## config.mk

```make
export PLATFORM = sky130hd
export DESIGN_NAME = wb_bus_router
export DESIGN_NICKNAME = d
export VERILOG_FILES = /design/src/rtl/wb_router_pkg.sv /design/src/rtl/wb_watchdog.sv /design/src/rtl/wb_bus_router.sv
export SDC_FILE = /design/constraint.sdc
export NUM_CORES = 1
export LEC_CHECK = 0
export ABC_AREA = 1
export CORE_MARGIN = 2
export CORE_UTILIZATION = 36
export DETAILED_ROUTE_END_ITERATION = 8
export GPL_TIMING_DRIVEN = 0
export PLACE_DENSITY = 0.77
export SYNTH_ARGS = -nofsm -noshare
export SYNTH_HDL_FRONTEND = slang
export SYNTH_HIERARCHICAL = 1
export SYNTH_SLANG_ARGS = --single-unit
```

## constraint.sdc

```tcl
create_clock -name clk -period 2.1 [get_ports clk]
set_input_delay 0.21 -clock clk [delete_from_list [all_inputs] [get_ports clk]]
set_output_delay 0.21 -clock clk [all_outputs]
set_load 0.01 [all_outputs]
```

## src/rtl/wb_router_pkg.sv

```systemverilog
// Shared types and constants for the wishbone bus router and its watchdog.
package wb_router_pkg;

   typedef enum logic [1:0] {
      IDLE = 2'd0,
      BUSY = 2'd1,
      RESP = 2'd2
   } state_e;

   localparam int DATA_W          = 32;
   localparam int DEFAULT_TIMEOUT = 15;

endpackage

```

## src/rtl/wb_watchdog.sv

```systemverilog
// Per-transaction BUSY watchdog plus a saturating count of forced completions.
module wb_watchdog
   import wb_router_pkg::*;
#(
   parameter int TIMEOUT = DEFAULT_TIMEOUT
) (
   input  logic       clk,
   input  logic       rst,
   input  logic       busy_i,
   input  logic       ack_i,
   input  logic       abort_i,
   output logic       timeout_o,
   output logic [7:0] timeout_cnt_o
);

   localparam logic [7:0] WD_LAST = 8'(TIMEOUT - 1);

   logic [7:0] wd_q;
   logic [7:0] wd_d;
   logic [7:0] cnt_q;
   logic [7:0] cnt_d;

   // Ack and abort both outrank expiry, so neither lets the count move.
   always_comb begin
      wd_d      = 8'd0;
      cnt_d     = cnt_q;
      timeout_o = 1'b0;
      if (busy_i) begin
         wd_d      = wd_q + 8'd1;
         timeout_o = (wd_q == WD_LAST) && !ack_i && !abort_i;
      end else begin
         wd_d      = 8'd0;
      end
      if (timeout_o && (cnt_q != 8'hFF)) begin
         cnt_d = cnt_q + 8'd1;
      end else begin
         cnt_d = cnt_q;
      end
   end

   always_ff @(posedge clk) begin
      if (rst) begin
         wd_q  <= 8'd0;
         cnt_q <= 8'd0;
      end else begin
         wd_q  <= wd_d;
         cnt_q <= cnt_d;
      end
   end

   assign timeout_cnt_o = cnt_q;

endmodule

```

## src/rtl/wb_bus_router.sv

```systemverilog
// Registered one-requester to NSLAVES-target wishbone router with unmapped-slot
// responder and per-transaction timeout watchdog.
module wb_bus_router
   import wb_router_pkg::*;
#(
   parameter int                 NSLAVES      = 4,
   parameter int                 ADDR_W       = 7,
   parameter int                 SEL_W        = 3,
   parameter int                 TIMEOUT      = DEFAULT_TIMEOUT,
   parameter logic [DATA_W-1:0]  TIMEOUT_DATA = 32'hFFFF_FFFF
) (
   input  logic                      clk,
   input  logic                      rst,
   input  logic                      wb_stb_i,
   input  logic                      wb_cyc_i,
   input  logic                      wb_we_i,
   input  logic [ADDR_W-1:0]         wb_adr_i,
   input  logic [DATA_W-1:0]         wb_dat_i,
   output logic [DATA_W-1:0]         wb_dat_o,
   output logic                      wb_ack_o,
   output logic [NSLAVES-1:0]        s_wb_stb_o,
   output logic [NSLAVES-1:0]        s_wb_cyc_o,
   output logic                      s_wb_we_o,
   output logic [ADDR_W-SEL_W-1:0]   s_wb_adr_o,
   output logic [DATA_W-1:0]         s_wb_dat_o,
   input  logic [NSLAVES*DATA_W-1:0] s_wb_dat_i,
   input  logic [NSLAVES-1:0]        s_wb_ack_i,
   output logic [7:0]                timeout_cnt
);

   localparam logic [SEL_W:0] NS_LIM = (SEL_W + 1)'(NSLAVES);

   state_e                    state_q, state_d;
   logic [NSLAVES-1:0]        stb_q, stb_d;
   logic                      we_q, we_d;
   logic [ADDR_W-SEL_W-1:0]   adr_q, adr_d;
   logic [DATA_W-1:0]         wdat_q, wdat_d;
   logic [DATA_W-1:0]         dat_q, dat_d;
   logic                      ack_q, ack_d;

   logic [SEL_W-1:0]          slot_s;
   logic                      mapped_s;
   logic [NSLAVES-1:0]        dec_s;
   logic [DATA_W-1:0]         rd_s;
   logic                      sel_ack_s;
   logic                      expired_s;

   // The registered one-hot strobe doubles as the slot select for acks and read data.
   always_comb begin
      slot_s    = wb_adr_i[ADDR_W-1 -: SEL_W];
      mapped_s  = ({1'b0, slot_s} < NS_LIM);
      dec_s     = '0;
      rd_s      = '0;
      for (int i = 0; i < NSLAVES; i++) begin
         dec_s[i] = (slot_s == SEL_W'(i));
         if (stb_q[i]) begin
            rd_s = rd_s | s_wb_dat_i[DATA_W*i +: DATA_W];
         end else begin
            rd_s = rd_s;
         end
      end
      sel_ack_s = |(s_wb_ack_i & stb_q);
   end

   wb_watchdog #(
      .TIMEOUT (TIMEOUT)
   ) u_watchdog (
      .clk           (clk),
      .rst           (rst),
      .busy_i        (state_q == BUSY),
      .ack_i         (sel_ack_s),
      .abort_i       (!wb_cyc_i),
      .timeout_o     (expired_s),
      .timeout_cnt_o (timeout_cnt)
   );

   // Transaction FSM: abort outranks ack, ack outranks watchdog expiry.
   always_comb begin
      state_d = state_q;
      stb_d   = stb_q;
      we_d    = we_q;
      adr_d   = adr_q;
      wdat_d  = wdat_q;
      dat_d   = dat_q;
      ack_d   = 1'b0;
      case (state_q)
         IDLE: begin
            if (wb_stb_i && wb_cyc_i) begin
               we_d   = wb_we_i;
               adr_d  = wb_adr_i[ADDR_W-SEL_W-1:0];
               wdat_d = wb_dat_i;
               if (mapped_s) begin
                  state_d = BUSY;
                  stb_d   = dec_s;
               end else begin
                  state_d = RESP;
                  dat_d   = '0;
                  ack_d   = 1'b1;
               end
            end else begin
               state_d = IDLE;
            end
         end
         BUSY: begin
            if (!wb_cyc_i) begin
               state_d = IDLE;
               stb_d   = '0;
            end else if (sel_ack_s) begin
               state_d = RESP;
               stb_d   = '0;
               dat_d   = rd_s;
               ack_d   = 1'b1;
            end else if (expired_s) begin
               state_d = RESP;
               stb_d   = '0;
               dat_d   = TIMEOUT_DATA;
               ack_d   = 1'b1;
            end else begin
               state_d = BUSY;
            end
         end
         RESP: begin
            state_d = IDLE;
         end
         default: begin
            state_d = IDLE;
            stb_d   = '0;
         end
      endcase
   end

   always_ff @(posedge clk) begin
      if (rst) begin
         state_q <= IDLE;
         stb_q   <= '0;
         we_q    <= 1'b0;
         adr_q   <= '0;
         wdat_q  <= '0;
         dat_q   <= '0;
         ack_q   <= 1'b0;
      end else begin
         state_q <= state_d;
         stb_q   <= stb_d;
         we_q    <= we_d;
         adr_q   <= adr_d;
         wdat_q  <= wdat_d;
         dat_q   <= dat_d;
         ack_q   <= ack_d;
      end
   end

   assign wb_dat_o   = dat_q;
   assign wb_ack_o   = ack_q;
   assign s_wb_stb_o = stb_q;
   assign s_wb_cyc_o = stb_q;
   assign s_wb_we_o  = we_q;
   assign s_wb_adr_o = adr_q;
   assign s_wb_dat_o = wdat_q;

endmodule

```

==> flow_summary_export.csv <==
group,metric,value,unit
route,vias_per_cell,4.459,
setup_path,end_kind,"flop",
setup_path,r2r-start,"s_wb_cyc_o[2]",
global_routing,antenna_found_initial,0,
setup_path,start_kind,"flop",
die,die_h,121.6,um
route,route.detailed.drc,0,
final_layout,fill_cells,1292,
route,firstDrtPassIters,4,
clock_network,insertion_delay,330,ps
global_routing,grt_pass1_wl,25.82,mm
yosys,yosysUniqueCellTypes,30,
clock_network,hold_buffers,0,
route,drt-total-wl,16.49,mm
timing,period_share,94.45,%
clock_network,tritoncts,"built",
run,maxCapViolations,0,
route,wire_per_inst,12.87,um
global_routing,first_global_vias,5466,
clock_network,numCtsBuffers,9,
final_layout,n_antenna_cell,0,
run_status,outcome,"completed",
route,vias,5717,
final_layout,nets,1280,
yosys,synth_largest_area_cell,"dfxtp_1",
yosys,synthCells,825,
die,io_pins,262,
timing,setup_viol,0,
die,initial_core_util,37.27,%
clock_network,cts-root-buf,"clkbuf_16",
die,core,13350,sq um
setup_path,worstPathArrival,2220,ps
final_layout,final_common_cell,"nand2_1",
route,drt_iter0_markers,210,
clock_network,clock_path_buffers,2,
route,antenna_left,0,
yosys,yosysSeqAreaShare,37.02,%
timing,setup_tns,0,ps
die,rows,42,
global_routing,grt_max_degree,16,
yosys,postSynthAreaPerCell,6.030,sq um
pwr,power,0.004796,W
global_routing,groute.usage.overall,21.80,%
clock_network,ctsHtreeMaxLevel,3,
yosys,syn-cell-area,4975,sq um
timing,final_hold_viol_count,0,
yosys,synth_area_leaders,"dfxtp_1 37%, nand2_1 22%, nor2_1 16%, a21oi_1 4.1%, inv_1 3.8%",
worst_hold_path,min_from,"s_wb_dat_o[15]",
timing,relSlewSlack,65.49,%
timing,period_needed,1984,ps
worst_hold_path,hp-class,"flop to flop",
setup_path,r2r_end,"s_wb_cyc_o[1]",
setup_path,r2r_cells,14,
timing,fin_hold_ws,479.1,ps
die,die_w,121.6,um
yosys,yosys_warnings,6,
clock_network,clk_pin_slew,60,ps
placed_design,hpwlAfterDp,12.88,mm
pwr,p_leak,3.724,nW
yosys,synth-seq-cells,92,
worst_hold_path,holdPathEnd,"s_wb_dat_o[15]",
final_layout,drive_gt1_share,7.505,%
timing,slew_viol_final,0,
final_layout,area_growth,64.36,%
yosys,syn_nets,1004,
final_layout,finish.utilization,61.26,%
die,design.die.area,14780,sq um
global_routing,overflow,0,
placed_design,placed_area,7810,sq um
setup_path,critPathRequiredTime,2340,ps
pwr,p_per_area,586.5,nW/um^2
worst_hold_path,whs_path_depth,2,
final_layout,mostFrequentLayoutCells,"293 x nand2_1, 261 x clkdlybuf4s50_1, 203 x nor2_1",
timing,fin_skew,5.975,ps
placed_design,io_buffers,261,
clock_network,cts_sinks,92,
timing,tightest_slew,517.6,ps
final_layout,stdcell_area,8177,sq um
setup_path,regToRegSetupSlack,120,ps
setup_path,path_class,"flop to flop",
timing,fmax,504.2,MHz
yosys,synth_top_area_share,37.02,%
placed_design,globalplace.congestion,0.7793,
setup_path,worstPathMaxFanout,8,
pwr,ir_drop,0.4369,mV
==> synth_stat cells (all sizes together) <==
| master | n |
|---|---|
| a21oi | 41 |
| nand4 | 3 |
| nand2 | 300 |
| or2 | 1 |
| inv | 56 |
| nand3 | 20 |
| buf | 37 |
| clkinv | 1 |
| nor2 | 212 |
| nand3b | 1 |
| xnor2 | 2 |
| nor4 | 1 |
| clkbuf | 10 |
| dfxtp | 92 |
| a31oi | 1 |
| o21ai | 41 |
| ha | 3 |
| xor2 | 3 |
==> worst max path at each step <==
| stage | from | end | slack (ps) | cells past startpoint |
|---|---|---|---|---|
| after global placement | s_wb_ack_i[2] | wb_dat_o[28] | -430 | 16 |
| after detailed placement | s_wb_ack_i[3] | wb_dat_o[28] | -420 | 16 |
| after floorplan | s_wb_cyc_o[2] | wb_dat_o[12] | 40 | 16 |
| final | s_wb_cyc_o[2] | s_wb_cyc_o[1] | 120 | 14 |
| after global routing | s_wb_cyc_o[2] | wb_dat_o[0] | -20 | 16 |
| after CTS | s_wb_cyc_o[1] | wb_dat_o[28] | 40 | 15 |
==> stage by stage <==
step | setup slack [ps] | cells
final | 116.5 | 1282
after global routing | -24.36 | 1282
after CTS | 39.39 | 1278
after detailed placement | -418.6 | 1262
after global placement | -428.8 | 1262
after floorplan | 42.42 | 825
==> critical path, cell delays in order (launching register included) <==
cell and delay, ps:
dfxtp_2 330, buf_6 140, nand2_2 60, nand2_2 60, nor2_4 160, clkinv_4 110
nor2_4 110, nand3_4 100, nor2_8 90, inv_1 60, nand3_1 260, nand2_1 110
nand2_1 70, nand2_1 40, nor2_1 180
==> metal layers <==
metal	GRT usage (%)	vias to the layer above	routed length [um]
met4	7.759	0	302
li1	-	3062	-
met2	39.85	173	8062
met5	0	-	0
met3	6.039	20	1385
met1	24.14	2462	6744
==> what timing repair did <==
action,4_1_cts,5_1_grt
pin swaps,2,3
endpoints found under the setup margin,39,30
gates resized for setup,2,9
setup buffers,2,6
==> final cells by class <==
type,instances,area [sq um],share of cell area (%)
buffer,43,242.7,2.969
clock buffer,10,239.0,2.923
clock inverter,6,63.81,0.7804
inverter,57,219.0,2.678
multi-input combinational,629,2673,32.69
sequential,92,1847,22.59
tap,176,220.2,2.693
timing repair buffer,269,2673,32.69
==> power by group <==
| group | total (W) | leakage (nW) | switching (W) | internal [W] |
|---|---|---|---|---|
| Clock | 0.00163 | 0.144 | 0.000682 | 0.000953 |
| Sequential | 0.00192 | 0.754 | 0.0000650 | 0.00185 |
| Combinational | 0.00125 | 2.83 | 0.000563 | 0.000683 |
==> cell families (layout without fill, tap and decap cells) <==
logic type      after synthesis  after routing  share of synthesized area (%)
xor+xnor                      5              5                         0.8804
flops                        92             92                          37.02
simple gates                538            538                          43.46
compound gates               83             83                          8.375
fa+ha+maj                     3              3                         0.7546
buf+inv                     104            385                          9.507
==> state kept, by name, indices dropped and copies added (netlist names) <==
signal                    count
s_wb_adr_o                    4
s_wb_cyc_o                    4
s_wb_dat_o                   32
s_wb_we_o                     1
state_q                       2
u_watchdog/timeout_cnt_o      8
u_watchdog/wd_q               8
wb_ack_o                      1
wb_dat_o                     32
No activity file was read; power rests on OpenSTA's default activity.
